===== src/rtl/clock_pkg.sv =====
// Shared field widths, range limits and the 12-hour display mapping
// for the hh:mm:ss timekeeper.
package clock_pkg;

    localparam int HOUR_W = 5;
    localparam int MS_W   = 6;

    localparam logic [MS_W-1:0]   SEC_MAX  = 6'd59;
    localparam logic [MS_W-1:0]   MIN_MAX  = 6'd59;
    localparam logic [HOUR_W-1:0] HOUR_MAX = 5'd23;

    // Midnight shows as 12, afternoon hours fold down by twelve.
    function automatic logic [HOUR_W-1:0] disp_hour12(input logic [HOUR_W-1:0] h);
        if (h == '0) begin
            return 5'd12;
        end else if (h > 5'd12) begin
            return h - 5'd12;
        end else begin
            return h;
        end
    endfunction

endpackage


===== src/rtl/bin2bcd_2digit.sv =====
// Combinational binary (0..99) to two packed BCD digits {tens, units}.
module bin2bcd_2digit (
    input  logic [6:0] bin,
    output logic [7:0] bcd
);

    logic [6:0] tens;
    logic [6:0] units;

    always_comb begin
        tens  = bin / 7'd10;
        units = bin - (tens * 7'd10);
        bcd   = {4'(tens), 4'(units)};
    end

endmodule


===== src/rtl/hms_timekeeper.sv =====
// Time-of-day core: prescaled 1 Hz tick, hh:mm:ss counters, load/set
// controls, 12/24-hour display with BCD outputs and an hh:mm alarm.
module hms_timekeeper
    import clock_pkg::*;
#(
    parameter int PRESCALE_DIV = 65536,
    parameter int HOUR_24      = 1,
    parameter int ALARM_EN     = 1
) (
    input  logic              clock,
    input  logic              reset,
    input  logic              run_en,
    input  logic              load_en,
    input  logic [HOUR_W-1:0] load_hour,
    input  logic [MS_W-1:0]   load_min,
    input  logic [MS_W-1:0]   load_sec,
    input  logic              inc_min,
    input  logic              inc_hour,
    input  logic              alarm_en,
    input  logic [HOUR_W-1:0] alarm_hour,
    input  logic [MS_W-1:0]   alarm_min,
    output logic [HOUR_W-1:0] hour,
    output logic [MS_W-1:0]   minute,
    output logic [MS_W-1:0]   second,
    output logic [7:0]        hour_bcd,
    output logic [7:0]        min_bcd,
    output logic [7:0]        sec_bcd,
    output logic              pm,
    output logic              sec_tick,
    output logic              day_tick,
    output logic              alarm_hit,
    output logic              load_err
);

    localparam int              PS_W    = $clog2(PRESCALE_DIV);
    localparam logic [PS_W-1:0] PS_LAST = PS_W'(PRESCALE_DIV - 1);

    logic [PS_W-1:0]   ps_q;
    logic [HOUR_W-1:0] hour_q;
    logic [MS_W-1:0]   min_q;
    logic [MS_W-1:0]   sec_q;
    logic              sec_tick_q;
    logic              day_tick_q;
    logic              alarm_hit_q;
    logic              load_err_q;

    logic              tick;
    logic              load_ok;
    logic              sec_wrap;
    logic              min_wrap;
    logic              hour_wrap;
    logic [PS_W-1:0]   ps_adv;
    logic [MS_W-1:0]   sec_inc;
    logic [MS_W-1:0]   min_inc;
    logic [HOUR_W-1:0] hour_inc;
    logic [MS_W-1:0]   t_sec;
    logic [MS_W-1:0]   t_min;
    logic [HOUR_W-1:0] t_hour;
    logic              alarm_match;
    logic [HOUR_W-1:0] disp_hour;

    always_comb begin
        tick      = run_en && (ps_q == PS_LAST);
        ps_adv    = tick ? '0 : ps_q + PS_W'(1);
        load_ok   = (load_hour <= HOUR_MAX) && (load_min <= MIN_MAX) && (load_sec <= SEC_MAX);
        sec_wrap  = (sec_q == SEC_MAX);
        min_wrap  = (min_q == MIN_MAX);
        hour_wrap = (hour_q == HOUR_MAX);
        sec_inc   = sec_wrap  ? '0 : sec_q + 6'd1;
        min_inc   = min_wrap  ? '0 : min_q + 6'd1;
        hour_inc  = hour_wrap ? '0 : hour_q + 5'd1;
        // Time the tick would produce, used both for the update and the alarm compare.
        t_sec     = sec_inc;
        t_min     = sec_wrap ? min_inc : min_q;
        t_hour    = (sec_wrap && min_wrap) ? hour_inc : hour_q;
        alarm_match = (ALARM_EN != 0) && alarm_en
                   && (alarm_hour <= HOUR_MAX) && (alarm_min <= MIN_MAX)
                   && (t_sec == '0) && (t_min == alarm_min) && (t_hour == alarm_hour);
    end

    always_ff @(posedge clock) begin
        if (reset) begin
            ps_q        <= '0;
            hour_q      <= '0;
            min_q       <= '0;
            sec_q       <= '0;
            sec_tick_q  <= 1'b0;
            day_tick_q  <= 1'b0;
            alarm_hit_q <= 1'b0;
            load_err_q  <= 1'b0;
        end else begin
            sec_tick_q  <= 1'b0;
            day_tick_q  <= 1'b0;
            alarm_hit_q <= 1'b0;
            load_err_q  <= 1'b0;
            if (load_en) begin
                if (load_ok) begin
                    hour_q <= load_hour;
                    min_q  <= load_min;
                    sec_q  <= load_sec;
                    ps_q   <= '0;
                end else begin
                    load_err_q <= 1'b1;
                end
            end else if (inc_min || inc_hour) begin
                // Any tick landing here is swallowed; only inc_min restarts the second.
                if (inc_min) begin
                    min_q <= min_inc;
                    sec_q <= '0;
                    ps_q  <= '0;
                end else if (run_en) begin
                    ps_q <= ps_adv;
                end
                if (inc_hour) begin
                    hour_q <= hour_inc;
                end
            end else if (run_en) begin
                ps_q <= ps_adv;
                if (tick) begin
                    sec_q       <= t_sec;
                    min_q       <= t_min;
                    hour_q      <= t_hour;
                    sec_tick_q  <= 1'b1;
                    day_tick_q  <= sec_wrap && min_wrap && hour_wrap;
                    alarm_hit_q <= alarm_match;
                end
            end
        end
    end

    assign disp_hour = (HOUR_24 != 0) ? hour_q : disp_hour12(hour_q);
    assign pm        = (HOUR_24 == 0) && (hour_q >= 5'd12);

    bin2bcd_2digit u_hour_bcd (.bin({2'b00, disp_hour}), .bcd(hour_bcd));
    bin2bcd_2digit u_min_bcd  (.bin({1'b0, min_q}),      .bcd(min_bcd));
    bin2bcd_2digit u_sec_bcd  (.bin({1'b0, sec_q}),      .bcd(sec_bcd));

    assign hour      = hour_q;
    assign minute    = min_q;
    assign second    = sec_q;
    assign sec_tick  = sec_tick_q;
    assign day_tick  = day_tick_q;
    assign alarm_hit = alarm_hit_q;
    assign load_err  = load_err_q;

endmodule

===== config.mk =====
export PLATFORM = sky130hd
export DESIGN_NAME = hms_timekeeper
export DESIGN_NICKNAME = d
export VERILOG_FILES = /design/src/rtl/clock_pkg.sv /design/src/rtl/bin2bcd_2digit.sv /design/src/rtl/hms_timekeeper.sv
export SDC_FILE = /design/constraint.sdc
export NUM_CORES = 1
export LEC_CHECK = 0
export ABC_CLOCK_PERIOD_IN_PS = 3450
export CORE_ASPECT_RATIO = 1.2
export CORE_UTILIZATION = 45
export DETAILED_ROUTE_END_ITERATION = 6
export PLACE_DENSITY_LB_ADDON = 0.05
export SLEW_MARGIN = 5
export SYNTH_ARGS = -nofsm -noshare
export SYNTH_HDL_FRONTEND = slang
export SYNTH_SLANG_ARGS = --single-unit

===== constraint.sdc =====
create_clock -name clock -period 3.45 [get_ports clock]
set_input_delay 0.69 -clock clock [delete_from_list [all_inputs] [get_ports clock]]
set_output_delay 0.69 -clock clock [all_outputs]
set_load 0.05 [all_outputs]

======== Word-level counts from Yosys, hierarchy flattened ========
Cells that the tools add are included.
cells by class
  add/sub/neg operators ................... 7
  multipliers ............................. 3
  div/mod/pow operators ................... 3
  order comparisons ....................... 5
  equality and inequality tests ........... 9
  mux-type cells .......................... 31
  bitwise logic cells ..................... 3
  reductions and logical operators ........ 19
operator list
  kind                                                                number
  16-bit two-way mux                                                  6
  6-bit two-way mux                                                   15
  5-bit two-way mux                                                   8
  7-bit by 3-bit multiplier with 3-bit output, second input constant  3
  6-bit <= comparator, second input constant                          3
  16-bit by 1-bit adder with 16-bit output, second input constant     1
  16-bit == test, second input constant                               1
  6-bit by 4-bit divider with 7-bit output, second input constant     2
  6-bit by 1-bit adder with 6-bit output, second input constant       2
  6-bit == test, second input constant                                2
  4-bit subtractor                                                    3
  5-bit <= comparator, second input constant                          2
  1-bit logical AND                                                   10
  4-bit AND reduction                                                 2
  5-bit by 4-bit divider with 7-bit output, second input constant     1
  6-bit == test                                                       1
  6-bit zero test                                                     1
  3-bit != test, second input constant                                2
  3-bit nonzero test                                                  2
  5-bit by 1-bit adder with 5-bit output, second input constant       1
  5-bit == test                                                       1
  5-bit == test, second input constant                                1
  5-bit OR reduction                                                  1
  4-bit OR reduction                                                  1
  other kinds (5)                                                     8
word-level totals
  flip-flop bits (word level) ............. 37
  output and inout bits ................... 46

======== Logic depth before layout (Yosys ltp) ========
  word-level depth ........................ 7
  depth in mapped cells ................... 16
  gate-level depth less buffers ........... 15

======== Modules after synthesis ========
Synthesis repeated with hierarchy kept, for this count alone.
unflattened totals
  cells, all modules ...................... 504
  area, all modules ....................... 3819.9 µm²
modules (own cells, without submodules)
  module                            instances  cells each  area each (µm²)  sequential area each (µm²)
  hms_timekeeper                    1          350         2695.1           740.7
  bin2bcd_2digit at u_hour_bcd ...  2          50          364.1            0.0
  bin2bcd_2digit at u_sec_bcd       1          54          396.6            0.0

======== Worst setup path before layout ========
OpenSTA, ideal clock, no wires.
  kind .................................... reg-to-output
  start point ............................. register min_q[3] (netlist: minute[3])
  end point ............................... output min_bcd[3]
  arrival time ............................ 5.168 ns
  slack ................................... -2.408 ns
  cell stages (with the launch flop) ...... 17
  cell sequence ........................... dfxtp_1 > clkbuf_1 > nor2_1 > o21ai_0 > a21o_1 > inv_1 > ha_1 > nor3b_1 > nor3_1 > a21oi_1 > o211ai_1 > ha_1 > inv_1 > fa_1 > xnor2_1 > xnor2_1 > xnor2_1
on the way
  cells in the longest elaborated chain, start to end .. 3
ends and longest elaborated chain
  what                                         RTL line               RTL
  from (decl)                                  hms_timekeeper.sv:40   logic [MS_W-1:0] min_q;
  from (signal assigned)                       hms_timekeeper.sv:99   min_q <= load_min;
  from (signal assigned)                       hms_timekeeper.sv:108  min_q <= min_inc;
  from (signal assigned)                       hms_timekeeper.sv:121  min_q <= t_min;
  6-bit by 4-bit divider with 7-bit output     bin2bcd_2digit.sv:11   tens = bin / 7'd10;
  via min_bcd[5]                               hms_timekeeper.sv:26   output logic [7:0] min_bcd,
  7-bit by 3-bit multiplier with 3-bit output  bin2bcd_2digit.sv:12   units = bin - (tens * 7'd10);
  4-bit subtractor                             bin2bcd_2digit.sv:12
  to (decl)                                    hms_timekeeper.sv:26
The timed path passes the listed nets, and every way through them passes these cells.

======== Worst setup path after layout ========
  start point ............................. register min_q[2] (netlist: minute[2])
  end point ............................... output min_bcd[3]
on the way
  cells in the longest elaborated chain, start to end .. 3
ends and longest elaborated chain
  what                                         RTL line
  6-bit by 4-bit divider with 7-bit output     bin2bcd_2digit.sv:11
  7-bit by 3-bit multiplier with 3-bit output  bin2bcd_2digit.sv:12
  4-bit subtractor (*)                         bin2bcd_2digit.sv:12
Every way passes the cells marked *; elsewhere a longest branch is shown, timed or not.

==> results.cfg <==
[floorplan]
ios = 81
row_count = 33
die_height_um = 94.35
die_w_um = 78.96
fp.dieArea_um2 = 7449
coreArea_um2 = 6854
initial_core_util_pct = 46.66

[drt]
vias_per_cell = 5.671
totalWireLength_um = 9294
wl_per_cell_um = 14.75
dr.first_iter.drc_count = 285
vias = 3573
drc = 0
first_pass_iters = 5
ant_nets = 0

[timing]
holdWs_ps = 492.0
fin_worst_skew_ps = 17.23
final.min_clock_period_ps = 3957
maxSlewHeadroom_pct = 21.35
drv_slew = 0
grt_setup_unrepaired = true
worst_pin_slew_ps = 1167
setup_violations = 5
worst_slack_ps = -507.2
max_clock_freq_mhz = 252.7
timing.final.crit_share_pct = 114.7
hold_viol = 0

[placed_design]
gp_congestion = 0.9148
port-buffer-count = 75
dp_hpwl_um = 7047
dpl.cell_count = 607

[layout]
diodes = 0
drive_gt1_share_pct = 25.05
fill_cells = 578
area_delta_synth_final_pct = 51.41
fin_nets = 598
final_cell_mix = clkdlybuf4s50_1 (63), buf_4 (53), nor2_1 (43)
instances_no_fill = 630
mostFrequentLayoutCell = clkdlybuf4s50_1

[logic_synthesis]
async_flop_share_pct = 0
avgSynthCellArea_um2 = 7.335
ys_seq_area_share_pct = 23.16
synth_cell_types = 63
synth-edff-count = 0
synthSimpleGateAreaFrac_pct = 28.05
post_synth_xor_area_fraction_pct = 7.942
synthMuxAreaShare_pct = 1.956
synth_top_cell_by_area = dfxtp_1
synthAdderAreaFrac_pct = 8.920
synth_compound_area_share_pct = 21.44
syn-cell-area_um2 = 3198
synth_top_area_share_pct = 23.16
synthTopCellsByArea = dfxtp_1 (23%), ha_1 (7.0%), xnor2_1 (6.0%)
synth_warnings = 0
ys_ff_latch = 37
synthFlopType = dfxtp_1
synth_top_family_by_area = simple AND/OR/NAND/NOR gates
syn-instance-count = 436

[global_routing]
grt_pass1_vias = 3260
grt_overflow = 0
grt_max_degree = 23
antenna_found_initial = 0
grt_pass1_wl_um = 15020
grtUsageTotal_pct = 25.21

[cts]
clkSinkCount = 37
htreeDepth = 2
clockRootBuffer = clkbuf_8
cts_tree = yes
clk_latency_ps = 300
clock_path_buffers = 2
clk_pin_slew_ps = 80
cts_made_buffers = 5

[critical_path]
path_class = reg2out
start_kind = flip-flop
reg2reg_from = second[1]$_SDFFE_PP0P_
rr_worst_depth = 8
path_max_fanout = 4
timing.rr.end = minute[2]$_SDFFE_PP0P_
cp.required_ps = 2760
cp.arrival_ps = 3270
critPathLaunch = minute[2]$_SDFFE_PP0P_
r2r_setup_slack_ps = 680
end_kind = primary output

[worst_hold_path]
hold_class = reg2reg
min_delay_worst_endpoint = ps_q[0]$_SDFFE_PP0P_
hold_path_depth = 1
min_from = ps_q[0]$_SDFFE_PP0P_

[flow_run]
max_cap_viol_count = 0

[outcome]
status = finished, violations left
violations = negative setup slack

[power]
leakage_nw = 1.811
max-vdd-ir-drop_v = 0.0003907
powerDensity_nw_per_um2 = 407.0
per-layer routing:
| metal | GRT usage [%] | wire, um |
|---|---|---|
| met2 | 44.28 | 4647 |
| met3 | 3.478 | 427 |
| met1 | 31.12 | 3972 |
| met5 | 0 | 0 |
| met4 | 9.545 | 246 |
synthesized netlist by cell type (all sizes together), types with 3 or more instances:
cell type	n
clkbuf	19
o31ai	5
mux2i	4
buf	13
nand4	10
inv	29
a211o	3
nor2	45
nand2b	9
dfxtp	37
o211ai	7
and2	3
fa	3
nor3	14
o21ai	27
nor4	6
a31oi	8
o22ai	4
nand3	20
a311oi	5
ha	18
a211oi	5
nor3b	5
a21oi	21
nor2b	4
xnor2	22
nand2	42
and3	5
xor2	7
repair_timing:
action / CTS / global route
hold buffers: 0 / 0
buffers inserted: 10 / 5
endpoints found under the setup margin: 6 / 6
gates cloned: 0 / 0
resized for setup: 2 / 2
pin swaps: 20 / 1
flip-flops by register name, indices dropped and copies added, names as in the netlist:
| signal | flops |
|---|---|
| alarm_hit | 1 |
| day_tick | 1 |
| hour | 5 |
| load_err | 1 |
| minute | 6 |
| ps_q | 16 |
| sec_tick | 1 |
| second | 6 |
worst max-delay path by stage:
stage	end	slack (ps)
final	min_bcd[3]	-510
after global routing	min_bcd[3]	-650
after CTS	min_bcd[3]	-450
after detailed placement	min_bcd[3]	-250
after global placement	min_bcd[3]	-170
after floorplan	min_bcd[3]	-1530
layout make-up:
class / instances / area, um2 / area share [%]
Clock inverter: 1 / 6.256 / 0.1292
Sequential cell: 37 / 779.5 / 16.10
Tap cell: 87 / 108.9 / 2.248
Inverter: 29 / 121.4 / 2.506
Multi-Input combinational cell: 342 / 2491 / 51.45
Clock buffer: 7 / 86.33 / 1.783
Timing Repair Buffer: 127 / 1249 / 25.79
where the power goes:
part	internal (W)	total (W)	switching, W
registers	0.000446	0.000468	0.0000216
logic	0.000550	0.00118	0.000630
clock network	0.000163	0.000323	0.000160
critical path, stage by stage (launching register included):
cell and delay, ps:
dfxtp_4 370, nor2_4 120, o21ai_2 70, a21o_4 230, inv_4 60, ha_4 180, nor3b_4 150, nor3_1 200
a21oi_1 60, o211ai_1 220, ha_2 230, inv_2 40, fa_2 340, xnor2_2 150, xnor2_2 230, xnor2_4 160
buf_12 150
stage by stage:
stage          instance area (um2)  total power (W)  utilization [%]  TNS (ps)  worst slack [ps]
2_1_floorplan                 3602         0.001205                -     -7448             -1529
3_3_place_gp                  4618         0.001601            67.38    -172.4            -168.9
5_1_grt                       4842         0.002067            70.65     -1769            -646.4
3_5_place_dp                  4618         0.001617            67.38    -290.0            -247.3
6_report                      4842         0.001971            70.65     -1183            -507.2
4_1_cts                       4793         0.001967            69.93     -1062            -445.4
cells by family after synthesis:
kind of cell             Yosys count
AO/OA/AOI/OAI                    105
XOR/XNOR                          29
adder cells (fa/ha/maj)           21
buffers and inverters             61
flip-flops                        37
multiplexers                       6
other                              1
AND/OR/NAND/NOR                  176
Note: power is estimated with default switching activity, not from simulation.
